## config.mk

```make
export PLATFORM = sky130hd
export DESIGN_NAME = fwd_hazard_ctrl
export DESIGN_NICKNAME = d
export VERILOG_FILES = /design/src/rtl/fwd_hazard_ctrl.sv
export SDC_FILE = /design/constraint.sdc
export NUM_CORES = 1
export LEC_CHECK = 0
export CAP_MARGIN = 0
export CORE_MARGIN = 8
export CORE_UTILIZATION = 35
export DETAILED_ROUTE_END_ITERATION = 8
export PLACE_DENSITY_LB_ADDON = 0.15
export SLEW_MARGIN = 20
export SYNTH_ARGS = -nofsm -noshare
export SYNTH_HDL_FRONTEND = slang
export SYNTH_SLANG_ARGS = --single-unit
```

## constraint.sdc

```tcl
create_clock -name clk -period 2 [get_ports clk]
set_input_delay 0.2 -clock clk [delete_from_list [all_inputs] [get_ports clk]]
set_output_delay 0.2 -clock clk [all_outputs]
set_load 0.01 [all_outputs]
```

## src/rtl/fwd_hazard_ctrl.sv

```systemverilog
// Forwarding select and load-use / memory-freeze hazard control for the integer pipeline.
// Forward selects are purely combinational; the load-use bubble sequencer and statistics are registered.
module fwd_hazard_ctrl #(
    parameter int NUM_SRC      = 2,
    parameter int NUM_STG      = 2,
    parameter int RA_W         = 5,
    parameter int LOAD_BUBBLES = 1,
    parameter int STAT_W       = 16,
    localparam int SEL_W       = $clog2(NUM_STG + 1)
) (
    input  logic                       clk,
    input  logic                       rst_n,
    input  logic [NUM_SRC*RA_W-1:0]    ex_rs,
    input  logic [NUM_SRC-1:0]         ex_rs_used,
    input  logic [NUM_STG*RA_W-1:0]    stg_rd,
    input  logic [NUM_STG-1:0]         stg_regwrite,
    input  logic                       id_valid,
    input  logic [NUM_SRC*RA_W-1:0]    id_rs,
    input  logic [NUM_SRC-1:0]         id_rs_used,
    input  logic                       ex_valid,
    input  logic                       ex_is_load,
    input  logic [RA_W-1:0]            ex_rd,
    input  logic                       mem_busy,
    input  logic                       flush,
    input  logic                       stat_clr,
    output logic [NUM_SRC*SEL_W-1:0]   fwd_sel,
    output logic                       stall_pc,
    output logic                       stall_ifid,
    output logic                       bubble_idex,
    output logic                       freeze_all,
    output logic [STAT_W-1:0]          stat_lu_stalls,
    output logic [STAT_W-1:0]          stat_fwd_hits
);

    typedef enum logic {IDLE, LU_STALL} state_t;

    localparam logic [3:0]        CNT_INIT = (LOAD_BUBBLES > 1) ? 4'(LOAD_BUBBLES - 2) : 4'd0;
    localparam logic [STAT_W-1:0] STAT_MAX = '1;

    state_t               state_reg, state_next;
    logic [3:0]           cnt_reg, cnt_next;
    logic [NUM_SRC-1:0]   id_match;
    logic                 lu_hit;
    logic                 lu_stall;

    // Older stages are scanned first so the youngest matching stage overwrites them.
    for (genvar gi = 0; gi < NUM_SRC; gi++) begin : g_fwd
        logic [SEL_W-1:0] sel;
        always_comb begin
            sel = '0;
            for (int k = NUM_STG - 1; k >= 0; k--) begin
                if (stg_regwrite[k] && (stg_rd[k*RA_W +: RA_W] != '0) &&
                    (stg_rd[k*RA_W +: RA_W] == ex_rs[gi*RA_W +: RA_W]) && ex_rs_used[gi]) begin
                    sel = SEL_W'(k + 1);
                end
            end
        end
        assign fwd_sel[gi*SEL_W +: SEL_W] = sel;
        assign id_match[gi] = id_rs_used[gi] && (id_rs[gi*RA_W +: RA_W] == ex_rd);
    end

    assign lu_hit = ex_valid && ex_is_load && (ex_rd != '0) && id_valid && (|id_match);

    always_comb begin
        state_next = state_reg;
        cnt_next   = cnt_reg;
        lu_stall   = 1'b0;
        case (state_reg)
            IDLE: begin
                lu_stall = lu_hit;
                if (lu_hit && !flush && !mem_busy && (LOAD_BUBBLES > 1)) begin
                    state_next = LU_STALL;
                    cnt_next   = CNT_INIT;
                end
            end
            LU_STALL: begin
                lu_stall = 1'b1;
                if (!mem_busy) begin
                    if (cnt_reg == 4'd0) begin
                        state_next = IDLE;
                    end else begin
                        cnt_next = cnt_reg - 4'd1;
                    end
                end
            end
            default: state_next = IDLE;
        endcase
        // A redirect abandons any pending bubbles, even while the pipe is frozen.
        if (flush) begin
            state_next = IDLE;
            cnt_next   = 4'd0;
        end
    end

    assign stall_pc    = (lu_stall && !flush) || mem_busy;
    assign stall_ifid  = stall_pc;
    assign bubble_idex = lu_stall && !flush && !mem_busy;
    assign freeze_all  = mem_busy;

    always_ff @(posedge clk or negedge rst_n) begin
        if (!rst_n) begin
            state_reg <= IDLE;
            cnt_reg   <= 4'd0;
        end else begin
            state_reg <= state_next;
            cnt_reg   <= cnt_next;
        end
    end

    always_ff @(posedge clk or negedge rst_n) begin
        if (!rst_n) begin
            stat_lu_stalls <= '0;
            stat_fwd_hits  <= '0;
        end else if (stat_clr) begin
            stat_lu_stalls <= '0;
            stat_fwd_hits  <= '0;
        end else begin
            if (bubble_idex && (stat_lu_stalls != STAT_MAX)) begin
                stat_lu_stalls <= stat_lu_stalls + 1'b1;
            end
            if ((|fwd_sel) && (stat_fwd_hits != STAT_MAX)) begin
                stat_fwd_hits <= stat_fwd_hits + 1'b1;
            end
        end
    end

endmodule

```

==> impl_results.md <==
- Std cell rows: 31
- Yosys cell types: 50
- Fin nets: about 490
- WL per Instance: ~15 um
- Period minus WS final: 2.129 ns
- Number of DRC markers in iteration 0: between 60 and 70
- Register area share after synthesis: a little over a third
- Synth Warn #: 0
- FF+latch count, synth: 37
- Initial antenna violation count: 0
- Area of the multi-input gates: roughly 0.0019 mm2
- Relative slew slack: ~67%
- Switching share of power: between 20% and 30%
- Share of post-route cells with drive strength above 1: a little over a third
- Hold Fails Final Rpt: 0
- Via density: about 5.1
- Finished Core Util: 61.34%
- CP peak stage delay: between 0.4 and 0.5 ns
- Initial Utilization: a little over a third
- Synth Area per Inst: between 8 and 9 um2
- Post-route clock period utilization: 106.5%
- Most frequent cells in the layout: buf_4 (65), clkdlybuf4s50_1 (55), dfrtp_1 (35)
- P&R area growth vs syn: 71.12%
- Reg area: ~930 um2
- H-tree depth: 2
- Num CTS Buffers: 5
- Reg2reg path depth: 8
- Total core area: 0.007214 mm2
- Max FO, Critical Path: 11
- First drt pass iteration count: 4
- Worst EP arrival: roughly 2.4 ns
- Critical-path top delay cell: dfrtp_2
- Clk root buf: clkbuf_8
- Vias in the first global route: between 2,000 and 3,000
- Worst R2R Setup Slack: -0.13 ns
- Max Cap Violations: 0
- Status: finished with violations
- Most common cell after layout, fill and taps aside: buf_4
- Worst Slack Setup Final: -0.1292 ns
- Placer Congestion: approximately 0.81
- Post-synth EDFFs: 0
- Vias: 2,758
- Worst flop-to-flop path startpoint: stat_lu_stalls[0]
- Port buffer count: around 90
- Final setup vio count: 14
- HPWL Detailed: a little over 6000 um
- Clock Tree Buf Depth: 2
- Post-route cell area: 0.004425 mm2
- Final Non-Filler Cells: 540
- Async set-reset flop share out of synthesis: 100.0%
- Io pins: between 80 and 90
- R2R Path End: stat_lu_stalls[12]
- Mapped cell area: approximately 0.0026 mm2
- P_sw: 405.0 uW
- Register share of total power: 47.0%
- Slew Viols, Final: 0
- Largest net degree at the start of global routing: 45
- DP Area: around 0.004 mm2
- GRT Util Overall: around 16%
- CTS clock-pin slew for the worst setup and hold paths: 0.08 ns
- Startpoint type of the worst setup path: flop
- Pleak: 1.849 nW
- Clock sinks: 37
- Die Area: 0.01040 mm2
- CP Cell Sequence: ha_4, and3_4, and3_4, a2111oi_4, a21oi_2, buf_6, or4_4, a21oi_2
- First-pass GRT wire length: 13,520 um
- Crit Path Class: flop to flop
- Gr ovfl total: 0
- Pwr/cell area: roughly 360 mW/mm2
- Fmax achieved: between 400 and 500 MHz
- Clk_skew: about 0.0080 ns
- Antenna-violating nets left: 0
- Worst setup EP type: flop
- TritonCTS clock tree: yes
- Comb pwr share: 18.4%
- DRC errors left: 0
- Chip Height: slightly above 100 um
- Most used DFF post-synth: dfrtp_1
- Worst Max-Slew Pin Slew: 0.4961 ns
- Filler Cell Count: 649
- Internal Dissipation: roughly 1.2 mW
- Failing checks: setup timing
- Inst Count DP: around 510
- Die width: 102.0 um
- CP required: ~2.2 ns
- Final WL: about 8400 um
- Worst-skew pair later-pin latency: about 0.29 ns
- Max VDD drop: about 0.00026 V
- Clk pwr share: 34.6%
- Hold/Removal Path Class: primary input to asynchronous set/reset pin
- Synth Instances: about 290
- N_diodes: 0
- RSZ-0062 raised after global routing: true
- Net Count, Synth: 340
-- worst max-delay path, delay by kind of cell (launching register included) --
| family | cells | cell delay, ns |
|---|---|---|
| simple gates | 3 | 0.78 |
| compound gates | 3 | 0.52 |
| flops | 1 | 0.43 |
| fa+ha+maj | 1 | 0.16 |
| buf+inv | 1 | 0.15 |
-- how the worst max path moves through the flow --
stage / from / to / slack [ns] / cells after the start
4_1_cts: stat_lu_stalls[0] / stat_lu_stalls[12] / -0.12 / 8
3_5_place_dp: stg_rd[7] / stat_fwd_hits[14] / -0.57 / 8
3_3_place_gp: stg_rd[6] / stat_fwd_hits[5] / -0.49 / 8
6_report: stat_lu_stalls[0] / stat_lu_stalls[12] / -0.13 / 8
2_1_floorplan: stat_fwd_hits[10] / stat_fwd_hits[9] / -0.19 / 8
5_1_grt: stat_lu_stalls[0] / stat_lu_stalls[10] / -0.19 / 8
-- metal layers --
layer	routed length (um)	up-vias	track usage, %
met1	3557	1348	19.34
met3	441	7	3.338
met4	45	0	2.822
met2	4322	64	28.24
li1	-	1339	-
met5	0	-	0
-- area by class of cell --
class                      instances  area share [%]
inverter                           5          0.4241
tap                               99           2.799
timing repair buffer             160           31.89
sequential                        37           20.98
clock buffer                       8           2.036
multi-input combinational        231           41.87
-- power groups by stage --
stage	Combinational, mW	Sequential (mW)	Clock [mW]
floorplan	0.105	0.765	0
global placement	0.280	0.764	0
detailed placement	0.284	0.764	0
CTS	0.291	0.749	0.568
global route	0.319	0.749	0.605
finish	0.293	0.749	0.550
-- cells by family after synthesis --
family / synth area share [%]
compound gates: 11.22
xor+xnor: 11.51
fa+ha+maj: 1.452
buf+inv: 3.531
flops: 35.80
mux: 6.676
simple gates: 29.80
-- timing repair --
action                                  4_1_cts  5_1_grt
cloned                                        1        0
hold buffers                                  1        0
buffers inserted                             10        7
resized for setup                            83       35
hold endpoints to repair                     14        0
pin swaps                                    22       24
endpoints found under the setup margin       39       33
-- synthesized netlist by cell type (7+ instances only) --
cell / n / area, um2
nor2_1: 20 / 75.07
nand4_1: 11 / 68.82
nand2_1: 26 / 97.59
and3_1: 9 / 56.30
or3_1: 9 / 56.30
clkbuf_1: 10 / 37.54
or4_1: 7 / 52.55
dfrtp_1: 37 / 925.9
o21ai_0: 9 / 45.04
nor3_1: 7 / 35.03
a21oi_1: 18 / 90.09
o31ai_1: 7 / 52.55
nor2b_1: 13 / 81.33
xnor2_1: 31 / 271.5
nand3_1: 8 / 40.04
-- metrics by stage --
step	total power [mW]	hold WS, ns	TNS [ns]	worst slack (ns)
6_report	1.593	0.3693	-0.6482	-0.1292
5_1_grt	1.672	0.4031	-2.028	-0.1878
4_1_cts	1.608	0.3906	-0.6042	-0.1238
3_5_place_dp	1.047	0.1628	-13.58	-0.5726
3_3_place_gp	1.044	0.1559	-12.24	-0.4923
2_1_floorplan	0.8694	-0.09559	-2.061	-0.1913
Power figures use the tool's default switching activity.
